==> config.mk <==
export PLATFORM = sky130hd
export DESIGN_NAME = mem_bus_arbiter_flat
export DESIGN_NICKNAME = d
export VERILOG_FILES = /design/src/rtl/mem_bus_arbiter_if.sv /design/src/rtl/mem_bus_arbiter.sv /design/src/flat_wrapper.sv
export SDC_FILE = /design/constraint.sdc
export NUM_CORES = 1
export LEC_CHECK = 0
export ABC_AREA = 1
export CELL_PAD_IN_SITES_DETAIL_PLACEMENT = 0
export CELL_PAD_IN_SITES_GLOBAL_PLACEMENT = 1
export CORE_MARGIN = 2
export CORE_UTILIZATION = 24
export CTS_CLUSTER_DIAMETER = 80
export CTS_CLUSTER_SIZE = 24
export DETAILED_ROUTE_END_ITERATION = 16
export PLACE_DENSITY_LB_ADDON = 0.1
export RECOVER_POWER = 25
export SYNTH_ARGS = -nofsm -noshare
export SYNTH_HDL_FRONTEND = slang
export SYNTH_SLANG_ARGS = --single-unit
==> constraint.sdc <==
create_clock -name clk -period 3.2 [get_ports clk]
set_input_delay 0.64 -clock clk [delete_from_list [all_inputs] [get_ports clk]]
set_output_delay 0.64 -clock clk [all_outputs]
set_load 0.01 [all_outputs]
==> src/rtl/mem_bus_arbiter_if.sv <==
// Signal bundle between the fetch bus, the data bus, the arbiter and the external memory port.
// The master modport is the arbiter's view; slave is the core/memory side.
interface mem_bus_arbiter_if;
    logic        ibus_req;
    logic [31:0] ibus_addr;
    logic [31:0] ibus_rdata;
    logic        ibus_ok;

    logic        dbus_req;
    logic [3:0]  dbus_we;
    logic [31:0] dbus_addr;
    logic [31:0] dbus_wdata;
    logic [31:0] dbus_rdata;
    logic        dbus_ok;

    logic        mem_req;
    logic [3:0]  mem_we;
    logic [31:0] mem_addr;
    logic [31:0] mem_wdata;
    logic        mem_addr_ok;
    logic        mem_data_ok;
    logic [31:0] mem_rdata;

    modport master (
        input  ibus_req, ibus_addr,
        output ibus_rdata, ibus_ok,
        input  dbus_req, dbus_we, dbus_addr, dbus_wdata,
        output dbus_rdata, dbus_ok,
        output mem_req, mem_we, mem_addr, mem_wdata,
        input  mem_addr_ok, mem_data_ok, mem_rdata
    );

    modport slave (
        output ibus_req, ibus_addr,
        input  ibus_rdata, ibus_ok,
        output dbus_req, dbus_we, dbus_addr, dbus_wdata,
        input  dbus_rdata, dbus_ok,
        input  mem_req, mem_we, mem_addr, mem_wdata,
        output mem_addr_ok, mem_data_ok, mem_rdata
    );
endinterface

==> src/rtl/mem_bus_arbiter.sv <==
// Shares one SRAM-like memory port between the fetch bus and the data bus, one transaction at a time.
// dbus wins arbitration; a streak counter hands ibus the next grant after STARVE_LIMIT dbus wins.
module mem_bus_arbiter #(
    parameter int STARVE_LIMIT = 4
) (
    input  logic                  clk,
    input  logic                  rst_n,
    mem_bus_arbiter_if.master     bus
);

    typedef enum logic [1:0] {IDLE, ADDR, DATA} state_t;

    localparam logic [3:0] LIMIT = 4'(STARVE_LIMIT);

    state_t      state;
    state_t      state_next;
    logic        owner;
    logic [3:0]  we_q;
    logic [31:0] addr_q;
    logic [31:0] wdata_q;
    logic [3:0]  streak;

    logic        starve;
    logic        grant_dbus;
    logic        grant_ibus;
    logic        complete;

    always_comb begin
        state_next = state;
        grant_dbus = 1'b0;
        grant_ibus = 1'b0;
        complete   = 1'b0;
        starve     = bus.ibus_req && (streak == LIMIT);
        unique case (state)
            IDLE: begin
                if (bus.dbus_req && !starve) begin
                    grant_dbus = 1'b1;
                    state_next = ADDR;
                end else if (bus.ibus_req) begin
                    grant_ibus = 1'b1;
                    state_next = ADDR;
                end
            end
            ADDR: begin
                // data_ok without addr_ok cannot belong to this request, so it is ignored
                if (bus.mem_addr_ok) begin
                    if (bus.mem_data_ok) begin
                        complete   = 1'b1;
                        state_next = IDLE;
                    end else begin
                        state_next = DATA;
                    end
                end
            end
            DATA: begin
                if (bus.mem_data_ok) begin
                    complete   = 1'b1;
                    state_next = IDLE;
                end
            end
            default: state_next = IDLE;
        endcase
    end

    always_ff @(posedge clk) begin
        if (!rst_n) begin
            state   <= IDLE;
            owner   <= 1'b0;
            we_q    <= 4'd0;
            addr_q  <= 32'd0;
            wdata_q <= 32'd0;
            streak  <= 4'd0;
        end else begin
            state <= state_next;
            if (grant_dbus) begin
                owner   <= 1'b1;
                we_q    <= bus.dbus_we;
                addr_q  <= bus.dbus_addr;
                wdata_q <= bus.dbus_wdata;
                // the streak only grows while a fetch is actually waiting
                if (bus.ibus_req)
                    streak <= (streak == LIMIT) ? LIMIT : streak + 4'd1;
                else
                    streak <= 4'd0;
            end else if (grant_ibus) begin
                owner   <= 1'b0;
                we_q    <= 4'd0;
                addr_q  <= bus.ibus_addr;
                wdata_q <= 32'd0;
                streak  <= 4'd0;
            end
        end
    end

    // memory side is driven only from latched fields, never from requester inputs
    assign bus.mem_req   = (state == ADDR);
    assign bus.mem_we    = we_q;
    assign bus.mem_addr  = addr_q;
    assign bus.mem_wdata = wdata_q;

    assign bus.ibus_ok    = complete && !owner;
    assign bus.dbus_ok    = complete && owner;
    assign bus.ibus_rdata = bus.ibus_ok ? bus.mem_rdata : 32'd0;
    assign bus.dbus_rdata = bus.dbus_ok ? bus.mem_rdata : 32'd0;

endmodule
==> src/flat_wrapper.sv <==
// flat-port wrapper written by rule: the top's interface ports become plain ports
module mem_bus_arbiter_flat 
#(
    parameter int STARVE_LIMIT = 4
)
  (clk, rst_n, bus_ibus_req, bus_ibus_addr, bus_ibus_rdata, bus_ibus_ok, bus_dbus_req, bus_dbus_we, bus_dbus_addr, bus_dbus_wdata, bus_dbus_rdata, bus_dbus_ok, bus_mem_req, bus_mem_we, bus_mem_addr, bus_mem_wdata, bus_mem_addr_ok, bus_mem_data_ok, bus_mem_rdata);
  mem_bus_arbiter_if bus_i ();
  input  logic clk;
  input  logic rst_n;
  input wire logic [$bits(bus_i.ibus_req)-1:0] bus_ibus_req;
  input wire logic [$bits(bus_i.ibus_addr)-1:0] bus_ibus_addr;
  output wire logic [$bits(bus_i.ibus_rdata)-1:0] bus_ibus_rdata;
  output wire logic [$bits(bus_i.ibus_ok)-1:0] bus_ibus_ok;
  input wire logic [$bits(bus_i.dbus_req)-1:0] bus_dbus_req;
  input wire logic [$bits(bus_i.dbus_we)-1:0] bus_dbus_we;
  input wire logic [$bits(bus_i.dbus_addr)-1:0] bus_dbus_addr;
  input wire logic [$bits(bus_i.dbus_wdata)-1:0] bus_dbus_wdata;
  output wire logic [$bits(bus_i.dbus_rdata)-1:0] bus_dbus_rdata;
  output wire logic [$bits(bus_i.dbus_ok)-1:0] bus_dbus_ok;
  output wire logic [$bits(bus_i.mem_req)-1:0] bus_mem_req;
  output wire logic [$bits(bus_i.mem_we)-1:0] bus_mem_we;
  output wire logic [$bits(bus_i.mem_addr)-1:0] bus_mem_addr;
  output wire logic [$bits(bus_i.mem_wdata)-1:0] bus_mem_wdata;
  input wire logic [$bits(bus_i.mem_addr_ok)-1:0] bus_mem_addr_ok;
  input wire logic [$bits(bus_i.mem_data_ok)-1:0] bus_mem_data_ok;
  input wire logic [$bits(bus_i.mem_rdata)-1:0] bus_mem_rdata;
  assign bus_i.ibus_req = bus_ibus_req;
  assign bus_i.ibus_addr = bus_ibus_addr;
  assign bus_ibus_rdata = bus_i.ibus_rdata;
  assign bus_ibus_ok = bus_i.ibus_ok;
  assign bus_i.dbus_req = bus_dbus_req;
  assign bus_i.dbus_we = bus_dbus_we;
  assign bus_i.dbus_addr = bus_dbus_addr;
  assign bus_i.dbus_wdata = bus_dbus_wdata;
  assign bus_dbus_rdata = bus_i.dbus_rdata;
  assign bus_dbus_ok = bus_i.dbus_ok;
  assign bus_mem_req = bus_i.mem_req;
  assign bus_mem_we = bus_i.mem_we;
  assign bus_mem_addr = bus_i.mem_addr;
  assign bus_mem_wdata = bus_i.mem_wdata;
  assign bus_i.mem_addr_ok = bus_mem_addr_ok;
  assign bus_i.mem_data_ok = bus_mem_data_ok;
  assign bus_i.mem_rdata = bus_mem_rdata;
  mem_bus_arbiter #(.STARVE_LIMIT(STARVE_LIMIT)) u_core (.clk(clk), .rst_n(rst_n), .bus(bus_i));
endmodule
==> metrics.cfg <==
[status]
run_status=complete, no violations

[final_layout]
final_cells=1078
diodes=0
area_delta_synth_final_pct=86.0
drive_above_1_share=0.0346
fin_util=0.459
final_nets=1005

[yosys]
yosysSeqAreaShare=0.399
synth_edf_count=0
synth_top_area_share=0.399
synthDistinctLibCells=20
ys_ff_latch=75
yosysMostFrequentCell=nand2_1
syn_nets=749
synth_area_per_cell_um2=6.21
synthCells=606
ys_async_sr_fraction=0
ys_warn_count=0
synth_common_cells=nand2_1 (154), nor2_1 (135), inv_1 (78)
synth_area_um2=3760
synth_area_leaders=dfxtp_1 (40%), nand2_1 (15%), nor2_1 (13%)
ys.flop_type=dfxtp_1
yosysTopAreaCell=dfxtp_1

[drt]
firstDrtPassIters=4
vias_per_cell=4.16
ant_nets=0
wl_per_cell_um=12.8
wl_mm=13.8
initialDrtViolationCount=188
num_vias=4487
drcViolationCount=0

[sta]
hold_viol=0
slew_viol_final=0
relSlewSlack=0.0699
clock_skew_ns=0.00635
fin_ws_ns=0.281
rsz0062_at_grt=false
worst_pin_slew_ns=1.40
max_freq_ghz=0.343
fin_crit_ns=2.92
setup-violations-final=0
tns_ns=0
period_share=0.912
hold_ws_ns=0.461

[power]
p_int_mw=2.77
netSwitchingFraction=0.346
switchingPower_mw=1.46
power_density_nw_per_um2=605
vdd_drop_max_mv=0.306
pwr-share-clk=0.279
leakagePower_nw=3.22
pwr-share-seq=0.298
combPwrFrac=0.423

[floorplan]
die_area_um2=16700
core-area_um2=15300
die_w_um=129
io_pins=273
initial_core_util=0.246
num_rows=45
die_h_um=129

[placement]
dp_cells=1062
port_buffers=272
dp_hpwl_mm=10.3
globalplace.congestion=0.732
dp_slack_ns=0.280

[setup_path]
path_class=input pin to output pin
slowest_stage=dlygate4sd3_1
startpoint_type=input pin
critPathBufInv=3
crit_fanout=33
path_delay_family=buffers and inverters
endpoint_kind=output pin
max_stage_delay_ns=0.57
crit_required_ns=2.56
cp.arrival_ns=2.28
crit_chain=dlygate4sd3_1 > nand4_1 > buf_12 > nor2_1 > clkdlybuf4s50_1

[clocking]
cts_hold_buf=0
cts_setup_buffers=0
insertion_delay_ns=0.33
cts_resized=0
cts_tree=done
clk_path_buf_depth=2
cts-buffers-inserted=9
clkTransAtPathRegs_ns=0.06
cts_root_buf=clkbuf_16
htreeDepth=3
clkSinkCount=75

[global_route]
grt_overflow=0
antenna_found_initial=0
grt_pass1_vias=4191
grt_use_total=0.158
grt_max_degree=53
grt_pass1_wl_mm=21.2

[hold_path]
hold_class=register to register

[flow_run]
cap_viol_max_count=0

cell families after synthesis:
family / share of synthesized area
DFF: 0.399
AOI/OAI and AO/OA: 0.0615
adders and majority gates: 0.0166
and+or+nand+nor: 0.391
buffers and inverters: 0.132
layer usage:
| metal | global-route usage | share of wire | vias up | wire [um] |
|---|---|---|---|---|
| li1 | - | - | 2353 | - |
| met1 | 0.192 | 0.43 | 1973 | 5950 |
| met2 | 0.266 | 0.47 | 151 | 6550 |
| met3 | 0.0595 | 0.085 | 10 | 1180 |
| met4 | 0.0364 | 0.010 | 0 | 140 |
| met5 | 0 | 0 | - | 0 |
worst paths after layout:
kind                           start                       to  slack, ns  cells past startpoint
max                  bus_mem_data_ok        bus_ibus_rdata[3]       0.28                      5
min          u_core.bus.mem_wdata[2]  u_core.bus.mem_wdata[2]       0.46                      2
max reg2reg          u_core.state[0]  u_core.bus.mem_addr[23]       0.85                      8
min reg2reg  u_core.bus.mem_wdata[2]  u_core.bus.mem_wdata[2]       0.46                      2
area by class of cell:
class	instances	area, um2
sequential	75	1500
fill	1560	8260
inverter	82	308
clock buffer	10	239
tap	211	264
multi-input combinational	413	1760
clock inverter	6	113
timing repair buffer	281	2810
registers in the layout, indices dropped and copies added (netlist names):
signal and count:
u_core.bus.mem_wdata 32, u_core.streak 4, u_core.owner 1, u_core.state 2
u_core.bus.mem_we 4, u_core.bus.mem_addr 32
worst min-delay path, stage by stage, from the launching register on:
cell	delay [ns]
dfxtp_1	0.30
nand2_1	0.06
a21oi_1	0.05
metrics by stage:
step                      power (mW)  cell area (um2)
after floorplan                 2.29             3760
after global placement          3.12             6650
after detailed placement        3.15             6650
after CTS                       4.36             7000
after global routing            4.57             7000
final                           4.23             7000
cell usage in the layout, fill, tap and decap left out, drive strengths merged:
cell type	synthesis	final
buf	16	8
nor3	1	1
nand3	66	66
nor2	135	135
o21ai	4	4
inv	82	82
nand2	155	155
a21o	1	1
clkinv	0	3
ha	5	5
nand4	6	6
clkdlybuf4s50	0	236
a21oi	40	40
bufinv	0	3
dlygate4sd3	0	36
dfxtp	75	75
clkbuf	20	11
power by group through the flow:
| stage | logic [mW] | registers (mW) | clock network [mW] |
|---|---|---|---|
| floorplan | 0.911 | 1.38 | 0 |
| detailed placement | 1.86 | 1.29 | 0 |
| CTS | 1.87 | 1.27 | 1.22 |
| global route | 2.01 | 1.29 | 1.27 |
| global placement | 1.84 | 1.28 | 0 |
| finish | 1.79 | 1.26 | 1.18 |
Power figures use the tool's default switching activity.
